`config.mk`:
```
export PLATFORM = sky130hd
export DESIGN_NAME = mdio_receptor_param
export DESIGN_NICKNAME = d
export VERILOG_FILES = /design/src/rtl/mdio_pkg.sv /design/src/rtl/mdio_preamble_det.sv /design/src/rtl/mdio_receptor_param.sv
export SDC_FILE = /design/constraint.sdc
export NUM_CORES = 1
export LEC_CHECK = 0
export CORE_MARGIN = 4
export CORE_UTILIZATION = 28
export DETAILED_ROUTE_END_ITERATION = 8
export PLACE_DENSITY = 0.48
export SLEW_MARGIN = 20
export SYNTH_ARGS = -nofsm -noshare
export SYNTH_HDL_FRONTEND = slang
export SYNTH_SLANG_ARGS = --single-unit
```
`constraint.sdc`:
```
create_clock -name MDC -period 2.9 [get_ports MDC]
set_input_delay 0.58 -clock MDC [delete_from_list [all_inputs] [get_ports MDC]]
set_output_delay 0.58 -clock MDC [all_outputs]
set_load 0.01 [all_outputs]
```
`src/rtl/mdio_pkg.sv`:
```
`default_nettype none
// ============================================================================
// Module      : mdio_pkg
// Description : Shared definitions for the Clause 22 MDIO receiver: FSM state
//               encoding, frame field codes, bit positions within a frame and
//               a helper that sizes the preamble counter.
// Revision    : 1.0 - initial release
// ============================================================================
package mdio_pkg;

    typedef enum logic [2:0] {
        S_IDLE  = 3'd0,
        S_ST    = 3'd1,
        S_OP    = 3'd2,
        S_PHYAD = 3'd3,
        S_REGAD = 3'd4,
        S_TA    = 3'd5,
        S_DATA  = 3'd6,
        S_SKIP  = 3'd7
    } mdio_state_e;

    localparam logic [1:0] ST_CODE  = 2'b01;
    localparam logic [1:0] OP_READ  = 2'b10;
    localparam logic [1:0] OP_WRITE = 2'b01;

    // Index of the last bit of each field; bit 0 is the first ST bit.
    localparam logic [4:0] OP_LAST    = 5'd3;
    localparam logic [4:0] PHYAD_LSB  = 5'd8;
    localparam logic [4:0] REGAD_LSB  = 5'd13;
    localparam logic [4:0] TA_LAST    = 5'd15;
    localparam logic [4:0] FRAME_LAST = 5'd31;

    // Counter must be able to hold the value PRE_MIN itself.
    function automatic int unsigned pre_cnt_w(input int unsigned pre_min);
        return $clog2(pre_min + 1);
    endfunction

endpackage
`default_nettype wire

```
`src/rtl/mdio_preamble_det.sv`:
```
`default_nettype none
// ============================================================================
// Module      : mdio_preamble_det
// Description : Saturating counter of consecutive preamble ones. pre_ok_o is
//               high once at least PRE_MIN ones have been counted.
// Ports       : clk_i    - management clock (rising edge)
//               rst_ni   - asynchronous active-low reset
//               inc_i    - a valid '1' was sampled this edge
//               clr_i    - clear the count this edge (has priority)
//               pre_ok_o - count >= PRE_MIN
// Revision    : 1.0 - initial release
// ============================================================================
module mdio_preamble_det
    import mdio_pkg::*;
#(
    parameter int unsigned PRE_MIN = 32
) (
    input  logic clk_i,
    input  logic rst_ni,
    input  logic inc_i,
    input  logic clr_i,
    output logic pre_ok_o
);

    localparam int unsigned    CW    = pre_cnt_w(PRE_MIN);
    localparam logic [CW-1:0]  C_MAX = CW'(PRE_MIN);

    logic [CW-1:0] cnt_q;

    always_ff @(posedge clk_i or negedge rst_ni) begin
        if (!rst_ni) begin
            cnt_q <= '0;
        end else if (clr_i) begin
            cnt_q <= '0;
        end else if (inc_i && (cnt_q != C_MAX)) begin
            cnt_q <= cnt_q + CW'(1);
        end
    end

    assign pre_ok_o = (cnt_q >= C_MAX);

endmodule
`default_nettype wire

```
`src/rtl/mdio_receptor_param.sv`:
```
`default_nettype none
// ============================================================================
// Module      : mdio_receptor_param
// Description : PHY-side Clause 22 MDIO receiver. Deserialises STA frames,
//               filters on PHY address, serves reads via RD_STB/RD_DATA and
//               presents writes as a single WR_STB pulse.
// Ports       : MDC, RESET (async, active-low)
//               MDIO_OUT/MDIO_OE    - serial data / drive enable from STA
//               MDIO_IN/MDIO_IN_OE  - serial read data / enable to STA
//               ADDR, WR_DATA, WR_STB, RD_STB, RD_DATA - register bank side
//               MDIO_DONE, FRAME_ERR - frame completion / protocol error pulses
// Revision    : 1.0 - initial release
// ============================================================================
module mdio_receptor_param
    import mdio_pkg::*;
#(
    parameter logic [4:0]  PHY_ADDR = 5'd1,
    parameter bit          BCAST_EN = 1'b1,
    parameter int unsigned PRE_MIN  = 32
) (
    input  logic        MDC,
    input  logic        RESET,
    input  logic        MDIO_OUT,
    input  logic        MDIO_OE,
    output logic        MDIO_IN,
    output logic        MDIO_IN_OE,
    output logic [4:0]  ADDR,
    output logic [15:0] WR_DATA,
    output logic        WR_STB,
    output logic        RD_STB,
    input  logic [15:0] RD_DATA,
    output logic        MDIO_DONE,
    output logic        FRAME_ERR
);

    mdio_state_e state_q;
    logic [4:0]  bit_q;       // index of the frame bit sampled at this edge
    logic [15:0] sh_q;        // header/write-data shift in, read-data shift out
    logic        is_rd_q;
    logic [4:0]  regad_q;
    logic [4:0]  addr_q;
    logic [15:0] wr_data_q;
    logic        in_q, in_oe_q;
    logic        rd_stb_q, wr_stb_q, done_q, err_q;

    logic        w_pre_inc, w_pre_ok, w_phy_ok;
    logic [1:0]  w_pair;
    logic [4:0]  w_field5;

    // The counter only advances on ones seen in IDLE; anything else (a zero,
    // an undriven bit, or being inside a frame) clears it, so each frame
    // needs a fresh preamble.
    assign w_pre_inc = (state_q == S_IDLE) && MDIO_OE && MDIO_OUT;

    mdio_preamble_det #(.PRE_MIN(PRE_MIN)) u_pre (
        .clk_i    (MDC),
        .rst_ni   (RESET),
        .inc_i    (w_pre_inc),
        .clr_i    (!w_pre_inc),
        .pre_ok_o (w_pre_ok)
    );

    assign w_pair   = {sh_q[0], MDIO_OUT};
    assign w_field5 = {sh_q[3:0], MDIO_OUT};
    // Broadcast address is honoured for writes only.
    assign w_phy_ok = (w_field5 == PHY_ADDR) ||
                      (BCAST_EN && (w_field5 == 5'd0) && !is_rd_q);

    always_ff @(posedge MDC or negedge RESET) begin
        if (!RESET) begin
            state_q   <= S_IDLE;
            bit_q     <= '0;
            sh_q      <= '0;
            is_rd_q   <= 1'b0;
            regad_q   <= '0;
            addr_q    <= '0;
            wr_data_q <= '0;
            in_q      <= 1'b0;
            in_oe_q   <= 1'b0;
            rd_stb_q  <= 1'b0;
            wr_stb_q  <= 1'b0;
            done_q    <= 1'b0;
            err_q     <= 1'b0;
        end else begin
            rd_stb_q <= 1'b0;
            wr_stb_q <= 1'b0;
            done_q   <= 1'b0;
            err_q    <= 1'b0;
            case (state_q)
                S_IDLE: begin
                    bit_q <= '0;
                    if (MDIO_OE && !MDIO_OUT && w_pre_ok) begin
                        state_q <= S_ST;
                        bit_q   <= 5'd1;
                        sh_q    <= {sh_q[14:0], MDIO_OUT};
                    end
                end
                S_ST: begin
                    if (!MDIO_OE || (w_pair != ST_CODE)) begin
                        err_q <= 1'b1; state_q <= S_IDLE; bit_q <= '0;
                    end else begin
                        state_q <= S_OP;
                        bit_q   <= bit_q + 5'd1;
                        sh_q    <= {sh_q[14:0], MDIO_OUT};
                    end
                end
                S_OP: begin
                    if (!MDIO_OE || ((bit_q == OP_LAST) &&
                        (w_pair != OP_READ) && (w_pair != OP_WRITE))) begin
                        err_q <= 1'b1; state_q <= S_IDLE; bit_q <= '0;
                    end else begin
                        bit_q <= bit_q + 5'd1;
                        sh_q  <= {sh_q[14:0], MDIO_OUT};
                        if (bit_q == OP_LAST) begin
                            is_rd_q <= (w_pair == OP_READ);
                            state_q <= S_PHYAD;
                        end
                    end
                end
                S_PHYAD: begin
                    if (!MDIO_OE) begin
                        err_q <= 1'b1; state_q <= S_IDLE; bit_q <= '0;
                    end else begin
                        bit_q <= bit_q + 5'd1;
                        sh_q  <= {sh_q[14:0], MDIO_OUT};
                        if (bit_q == PHYAD_LSB) begin
                            state_q <= w_phy_ok ? S_REGAD : S_SKIP;
                        end
                    end
                end
                S_REGAD: begin
                    if (!MDIO_OE) begin
                        err_q <= 1'b1; state_q <= S_IDLE; bit_q <= '0;
                    end else begin
                        bit_q <= bit_q + 5'd1;
                        sh_q  <= {sh_q[14:0], MDIO_OUT};
                        if (bit_q == REGAD_LSB) begin
                            regad_q <= w_field5;
                            state_q <= S_TA;
                            if (is_rd_q) begin
                                addr_q   <= w_field5;
                                rd_stb_q <= 1'b1;
                            end
                        end
                    end
                end
                S_TA: begin
                    if (is_rd_q) begin
                        // Line is ours from the second TA bit onward.
                        bit_q <= bit_q + 5'd1;
                        if (bit_q == TA_LAST) begin
                            in_q    <= RD_DATA[15];
                            sh_q    <= {RD_DATA[14:0], 1'b0};
                            state_q <= S_DATA;
                        end else begin
                            in_oe_q <= 1'b1;
                            in_q    <= 1'b0;
                        end
                    end else if (!MDIO_OE || (MDIO_OUT == (bit_q == TA_LAST))) begin
                        // Write TA must be 1 then 0.
                        err_q <= 1'b1; state_q <= S_IDLE; bit_q <= '0;
                    end else begin
                        bit_q <= bit_q + 5'd1;
                        sh_q  <= {sh_q[14:0], MDIO_OUT};
                        if (bit_q == TA_LAST) begin
                            state_q <= S_DATA;
                        end
                    end
                end
                S_DATA: begin
                    if (is_rd_q) begin
                        if (bit_q == FRAME_LAST) begin
                            in_oe_q <= 1'b0;
                            in_q    <= 1'b0;
                            done_q  <= 1'b1;
                            state_q <= S_IDLE;
                            bit_q   <= '0;
                        end else begin
                            in_q  <= sh_q[15];
                            sh_q  <= {sh_q[14:0], 1'b0};
                            bit_q <= bit_q + 5'd1;
                        end
                    end else if (!MDIO_OE) begin
                        err_q <= 1'b1; state_q <= S_IDLE; bit_q <= '0;
                    end else if (bit_q == FRAME_LAST) begin
                        wr_data_q <= {sh_q[14:0], MDIO_OUT};
                        addr_q    <= regad_q;
                        wr_stb_q  <= 1'b1;
                        done_q    <= 1'b1;
                        state_q   <= S_IDLE;
                        bit_q     <= '0;
                    end else begin
                        sh_q  <= {sh_q[14:0], MDIO_OUT};
                        bit_q <= bit_q + 5'd1;
                    end
                end
                S_SKIP: begin
                    if (bit_q == FRAME_LAST) begin
                        state_q <= S_IDLE;
                        bit_q   <= '0;
                    end else begin
                        bit_q <= bit_q + 5'd1;
                    end
                end
                default: begin
                    state_q <= S_IDLE;
                    bit_q   <= '0;
                end
            endcase
        end
    end

    assign MDIO_IN    = in_q;
    assign MDIO_IN_OE = in_oe_q;
    assign ADDR       = addr_q;
    assign WR_DATA    = wr_data_q;
    assign WR_STB     = wr_stb_q;
    assign RD_STB     = rd_stb_q;
    assign MDIO_DONE  = done_q;
    assign FRAME_ERR  = err_q;

endmodule
`default_nettype wire

```
==> out/qor.txt, run 1 <==
Final Hold Vio Count = 0
Vias in the first global route = 2,333
Seq/Total Area, Yosys = 49.7%
Cells after Synth = 280
VDD IR max = 268 uV
FMAX = 0.370 GHz
Initial cell density of the core = 29.0%
Synth top area share = 49.7%
PwrDens = 789 nW/um^2
Layout Utilization = 38.1%
Die extent in y = 114 um
# diodes = 0
Slew @ Worst Pin = 676 ps
CTS tree = built
Mapped Avg Cell Area = 11.3 um^2
GPL Wtd Cong = 0.938
Slew Limit Fails = 0
Cell Chain, Critical Path = ha_2 -> and3_1 -> ha_1 -> xnor2_1 -> nand4_1 -> a21oi_1 -> a311o_1 -> or3_1 -> buf_12 -> mux2_1
Commonest cells post-synth = dfrtp_1, mux2_2, nand2_1
H-tree Lvls = 3
Post-synth EDFFs = 0
Number of max-cap violations = 0
Tcrit/Tclk final = 93.3%
Mapped Area = 3170 um^2
Worst hold margin = 301 ps
Fillers = 1,092
Fin nets = 367
DP Wirelength = 5.22 mm
Reg2reg end = sh_q[11]$_DFFE_PN0P_
Worst path arrival time = 2910 ps
Setup_tns = 0 ps
Yosys reg bits = 63
Max FO, Critical Path = 16
Drt total wl = 7.45 mm
Post-Synthesis Net Count = 307
DRC = 0
P_leak = 1.84 nW
Count leader, synth = dfrtp_1
Slew HR = 54.3%
Reg-to-Reg Start = bit_q[0]$_DFF_PN0_
Buf+Inv Stages, Crit Path = 1
Via Count = 2,345
Primary FF master, synth = dfrtp_1
First-pass GRT wire length = 12.3 mm
Synth Warn # = 0
Global route total overflow = 0
Slowest CP cell = or3_1
P&R area growth vs syn = 31.5%
Crit path required time = 3100 ps
Vias per cell = 4.84
Yosys top cell by area = dfrtp_1
Die X = 114 um
Die footprint = 13,100 um^2
Worst hold path type = in -> async
Layout cells sized above 1 = 23.2%
Crit path kind = reg -> reg
Run status = completed
Clock-pin transition on the worst setup and hold timing paths = 60 ps
Total track usage = 11.9%
Clock sink count = 63
Asr flop ratio synth = 100%
WL per Instance = 15.4 um
Pin count of the biggest net entering global routing = 36
Worst setup EP type = flop
DRT Pass-1 Iters = 4
Yosys cell types = 46
Top Ports = 47
Critical path startpoint category = flop
RSZ-0062 raised after global routing = false
Initial antenna violation count = 0
Worst-skew pair later-pin latency = 320 ps
Initial DRC count = 134
Final ANT Viol Nets = 0
Core footprint = 10,900 um^2
Setup violators final = 0
Floorplan row count = 38
Setup skew after layout = 5.28 ps
Reg2Reg Depth = 10
Delay-heaviest family, CP = simple AND/OR/NAND/NOR gates
R2R Setup Slk = 200 ps
Max clock buf depth = 2
CP peak stage delay = 420 ps
Synth area leaders = dfrtp_1, mux2_2, mux2_4
Port Buf Inserts = 46
Cts bufs inserted = 9
Fin crit period = 2700 ps
Root Buffer = clkbuf_16
what timing repair did:
action,CTS,global route
hold buffers,0,0
setup buffers,0,0
resized for setup,0,1
endpoints found under the setup margin,0,4
how the worst max path moves through the flow:
stage / startpoint / slack [ps] / depth (start not counted) / to
final: bit_q[0]$_DFF_PN0_ / 200 / 10 / sh_q[11]$_DFFE_PN0P_
after global routing: bit_q[0]$_DFF_PN0_ / 20 / 10 / sh_q[13]$_DFFE_PN0P_
after CTS: bit_q[0]$_DFF_PN0_ / 150 / 10 / sh_q[14]$_DFFE_PN0P_
after detailed placement: MDIO_OUT / 50 / 8 / sh_q[13]$_DFFE_PN0P_
after global placement: MDIO_OUT / 70 / 8 / sh_q[14]$_DFFE_PN0P_
after floorplan: bit_q[0]$_DFF_PN0_ / 200 / 11 / sh_q[10]$_DFFE_PN0P_
metrics by stage:
stage | std cells | setup slack [ps] | total power (W) | cell area [um^2]
after floorplan | 280 | 198 | 0.00196 | 3170
after global placement | 469 | 67.6 | 0.00224 | 3870
after detailed placement | 469 | 49.5 | 0.00224 | 3870
after CTS | 485 | 145 | 0.00333 | 4160
after global routing | 485 | 24.2 | 0.00348 | 4170
final | 485 | 195 | 0.00329 | 4170
cells in the final DEF (no fill, tap or decap), types with 2 or more instances in the layout:
master           instances
dfrtp_1                 63
clkdlybuf4s50_1         45
mux2_2                  35
nand2_1                 21
nor2_1                  17
a21oi_1                 15
buf_4                   15
o21ai_0                 14
inv_1                   11
nand3_1                  9
mux2_4                   9
clkbuf_16                9
mux2i_1                  7
mux2_1                   6
ha_1                     6
xnor2_1                  4
a31oi_1                  4
and3_1                   4
nor3_1                   4
nand2b_1                 3
nor2b_1                  3
nor3b_1                  3
xor2_1                   3
clkinv_2                 3
nand4_1                  2
or3_1                    2
nor4_1                   2
o31ai_1                  2
buf_12                   2
sequential cells by signal (all words and copies together) (netlist names), 3 cells and up:
| name | cells |
|---|---|
| state_q | 3 |
| WR_DATA | 16 |
| bit_q | 5 |
| ADDR | 5 |
| sh_q | 16 |
| u_pre.cnt_q | 6 |
| regad_q | 5 |
cell families (layout without fill, tap and decap cells):
group	after synthesis	in the layout	synth area share (%)
muxes	57	57	21.0
AOI/OAI and AO/OA	46	46	8.92
and+or+nand+nor	74	74	11.5
xor gates and xnor gates	7	7	1.93
buffers and inverters	25	90	3.79
DFF	63	63	49.7
adders and majority gates	8	8	3.08
power by group:
part | internal, W | total (W) | switching [W]
logic | 0.000580 | 0.00101 | 0.000426
clock network | 0.000662 | 0.00106 | 0.000396
registers | 0.00104 | 0.00122 | 0.000185
routing by layer:
layer,wire (um),up-vias,track usage [%]
met3,427,8,3.59
li1,-,1120,-
met2,3400,66,17.5
met1,3510,1151,16.3
met5,0,-,0
met4,111,0,4.83
layout make-up:
| class | instances | area, um^2 | share of cell area [%] |
|---|---|---|---|
| Clock buffer | 10 | 229 | 5.50 |
| Clock inverter | 6 | 61.3 | 1.47 |
| Inverter | 11 | 41.3 | 0.991 |
| Multi-Input combinational cell | 192 | 1480 | 35.4 |
| Sequential cell | 63 | 1580 | 37.8 |
| Tap cell | 140 | 175 | 4.20 |
| Timing Repair Buffer | 63 | 608 | 14.6 |
Note: power is estimated with default switching activity, not from simulation.
==> run 2, diff against run 1 <==
--- a/config.mk
+++ b/config.mk
@@ -5,9 +5,11 @@
 export SDC_FILE = /design/constraint.sdc
 export NUM_CORES = 1
 export LEC_CHECK = 0
+export ABC_AREA = 1
 export CORE_MARGIN = 4
 export CORE_UTILIZATION = 28
 export DETAILED_ROUTE_END_ITERATION = 8
+export GPL_ROUTABILITY_DRIVEN = 0
 export PLACE_DENSITY = 0.48
 export SLEW_MARGIN = 20
 export SYNTH_ARGS = -nofsm -noshare
==> run 2 against run 1 <==
Compared with the run above: worst setup slack improved by 280 ps; hold slack improved by 3.3 ps; count of clock-buffer cells in the layout rose by 3; via count rose by 30%.
==> out/qor.txt, run 2 <==
Run status = completed
Cell Chain, Critical Path = ha_1 -> nand2_1 -> nor2_1 -> ha_1 -> inv_1 -> nand2_1 -> nand2_1 -> nand3_1 -> nand2_1 -> nor2_8 -> nand3_4 -> nand2_1 -> nand2_1
Buf+Inv Stages, Crit Path = 1
Setup_tns = 0 ps
# diodes = 0
PwrDens = 676 nW/um^2
Core footprint = 12,100 um^2
Vias per cell = 4.52
Yosys cell types = 29
Worst hold margin = 305 ps
Most common cell after layout, fill and taps aside = nand2_1
Setup violators final = 0
Synth Warn # = 0
DP Wirelength = 6.25 mm
Cells after Synth = 455
Port Buf Inserts = 46
Top Ports = 47
Final ANT Viol Nets = 0
Slew @ Worst Pin = 698 ps
Switching Share = 30.1%
Internal power = 0.00210 W
Setup skew after layout = 8.68 ps
Critical path startpoint category = flop
P_leak = 2.14 nW
RSZ-0062 raised after global routing = false
Synth area leaders = dfrtp_1, nand2_1, o21ai_0
Fin nets = 527
Worst-skew pair later-pin latency = 330 ps
Placed insts = 657
Tcrit/Tclk final = 83.5%
P&R area growth vs syn = 27.6%
Crit path kind = reg -> reg
Postcts setup bufs = 0
Die X = 120 um
Pre-CTS setup slack = 400 ps
First-pass GRT wire length = 15.1 mm
Clock-pin transition on the worst setup and hold timing paths = 50 ps
Initial cell density of the core = 28.8%
Asr flop ratio synth = 100%
Global route total overflow = 0
Initial antenna violation count = 0
Fin crit period = 2420 ps
Initial DRC count = 172
Hold_buf cts = 0
Worst path arrival time = 2640 ps
Post-Synthesis Net Count = 482
H-tree Lvls = 3
Post-cts sizing count = 0
CP startpoint = bit_q[0]$_DFF_PN0_
Count leader, synth = nand2_1
Switching power = 0.000904 W
Cts bufs inserted = 9
Sequential power share = 37.4%
Final Worst Setup Slack = 477 ps
Worst hold path type = in -> async
Yosys reg bits = 63
Vias in the first global route = 3,071
Clock sink count = 63
Delay-heaviest family, CP = simple AND/OR/NAND/NOR gates
Die extent in y = 120 um
CTS tree = built
Slew HR = 53.5%
CP peak stage delay = 380 ps
Drt total wl = 8.79 mm
Clock power share = 41.4%
Seq/Total Area, Yosys = 45.2%
Max clock buf depth = 2
Yosys top cell by area = dfrtp_1
Most Frequent Cell on Critical Path = nand2_1
Commonest cells after routing, fill and taps aside = nand2_1, inv_1, dfrtp_1
Primary FF master, synth = dfrtp_1
Slowest CP cell = dfrtp_1
Max FO, Critical Path = 18
Commonest cells post-synth = nand2_1, inv_1, dfrtp_1
WL per Instance = 13.1 um
Pin count of the biggest net entering global routing = 37
Layout cells sized above 1 = 8.12%
Final Hold Vio Count = 0
Die footprint = 14,300 um^2
DRC = 0
Number of max-cap violations = 0
FMAX = 0.413 GHz
Worst setup EP type = flop
Tot Pwr = 0.00301 W
Via Count = 3,039
Post-synth EDFFs = 0
Floorplan row count = 40
Combinational Power Share = 21.2%
Mapped Area = 3490 um^2
VDD IR max = 250 uV
Root Buffer = clkbuf_16
Synth top area share = 45.2%
Slew Limit Fails = 0
Total track usage = 13.1%
Reg-to-Reg Start = bit_q[0]$_DFF_PN0_
DRT Pass-1 Iters = 4
Post-route insts no fill = 673
Crit path required time = 3120 ps
Mapped Avg Cell Area = 7.66 um^2
==> run 2: cell count changes after synthesis, sizes merged, moves of 4 or more <==
cell / change
nand2: +93
clkbuf: +5
nand3: +18
mux2i: -7
nand4: +21
mux2: -50
nor3: +16
o21ai: +39
inv: +60
xnor2: -4
nor2: +25
a21oi: -8
==> run 2: worst paths after layout <==
check	cells after the start	slack (ps)	to
min reg2reg	2	480	sh_q[11]$_DFFE_PN0P_
min	1	300	bit_q[2]$_DFF_PN0_
max	13	480	sh_q[10]$_DFFE_PN0P_
max reg2reg	13	480	sh_q[10]$_DFFE_PN0P_
min in group MDC	2	480	sh_q[11]$_DFFE_PN0P_
max in group asynchronous	2	1940	RD_STB$_DFF_PN0_
==> run 2: final cells by class <==
type / count / area [um^2]
multi-input cells: 302 / 1530
repair buffers: 53 / 520
clock inverters: 3 / 90.1
well taps: 168 / 210
inverters: 71 / 272
fillers: 1295 / 7660
clock buffers: 13 / 250
flip-flops and latches: 63 / 1580
==> run 2: power groups by stage <==
| stage | combinational (W) | sequential (W) | clock, W |
|---|---|---|---|
| 2_1_floorplan | 0.000483 | 0.00109 | 0 |
| 3_3_place_gp | 0.000632 | 0.00114 | 0 |
| 6_report | 0.000637 | 0.00113 | 0.00125 |
| 4_1_cts | 0.000645 | 0.00113 | 0.00128 |
| 5_1_grt | 0.000737 | 0.00115 | 0.00132 |
| 3_5_place_dp | 0.000643 | 0.00114 | 0 |
==> run 2: kinds of logic (layout without fill, tap and decap cells) <==
logic type                 Yosys count  after routing  share of synthesized area, %
DFF                                 63             63                          45.2
AOI/OAI and AO/OA                   64             64                          9.80
and+or+nand+nor                    229            229                          31.0
buffers and inverters               90            140                          10.9
adders and majority gates            7              7                          2.51
xor gates and xnor gates             2              2                         0.503
==> run 2: stage by stage <==
stage                     util [%]  instance area, um^2
after global routing          36.7                 4450
after floorplan                  -                 3490
after global placement        33.9                 4110
final                         36.7                 4450
after CTS                     36.7                 4450
after detailed placement      33.9                 4110
==> run 2: metal layers <==
layer  GRT usage [%]  part of all wire [%]  wire length (um)
met4            6.44                   2.5               220
met2            20.9                    46              4070
met1            17.1                    47              4140
met3            2.21                   4.2               366
met5               0                     0                 0
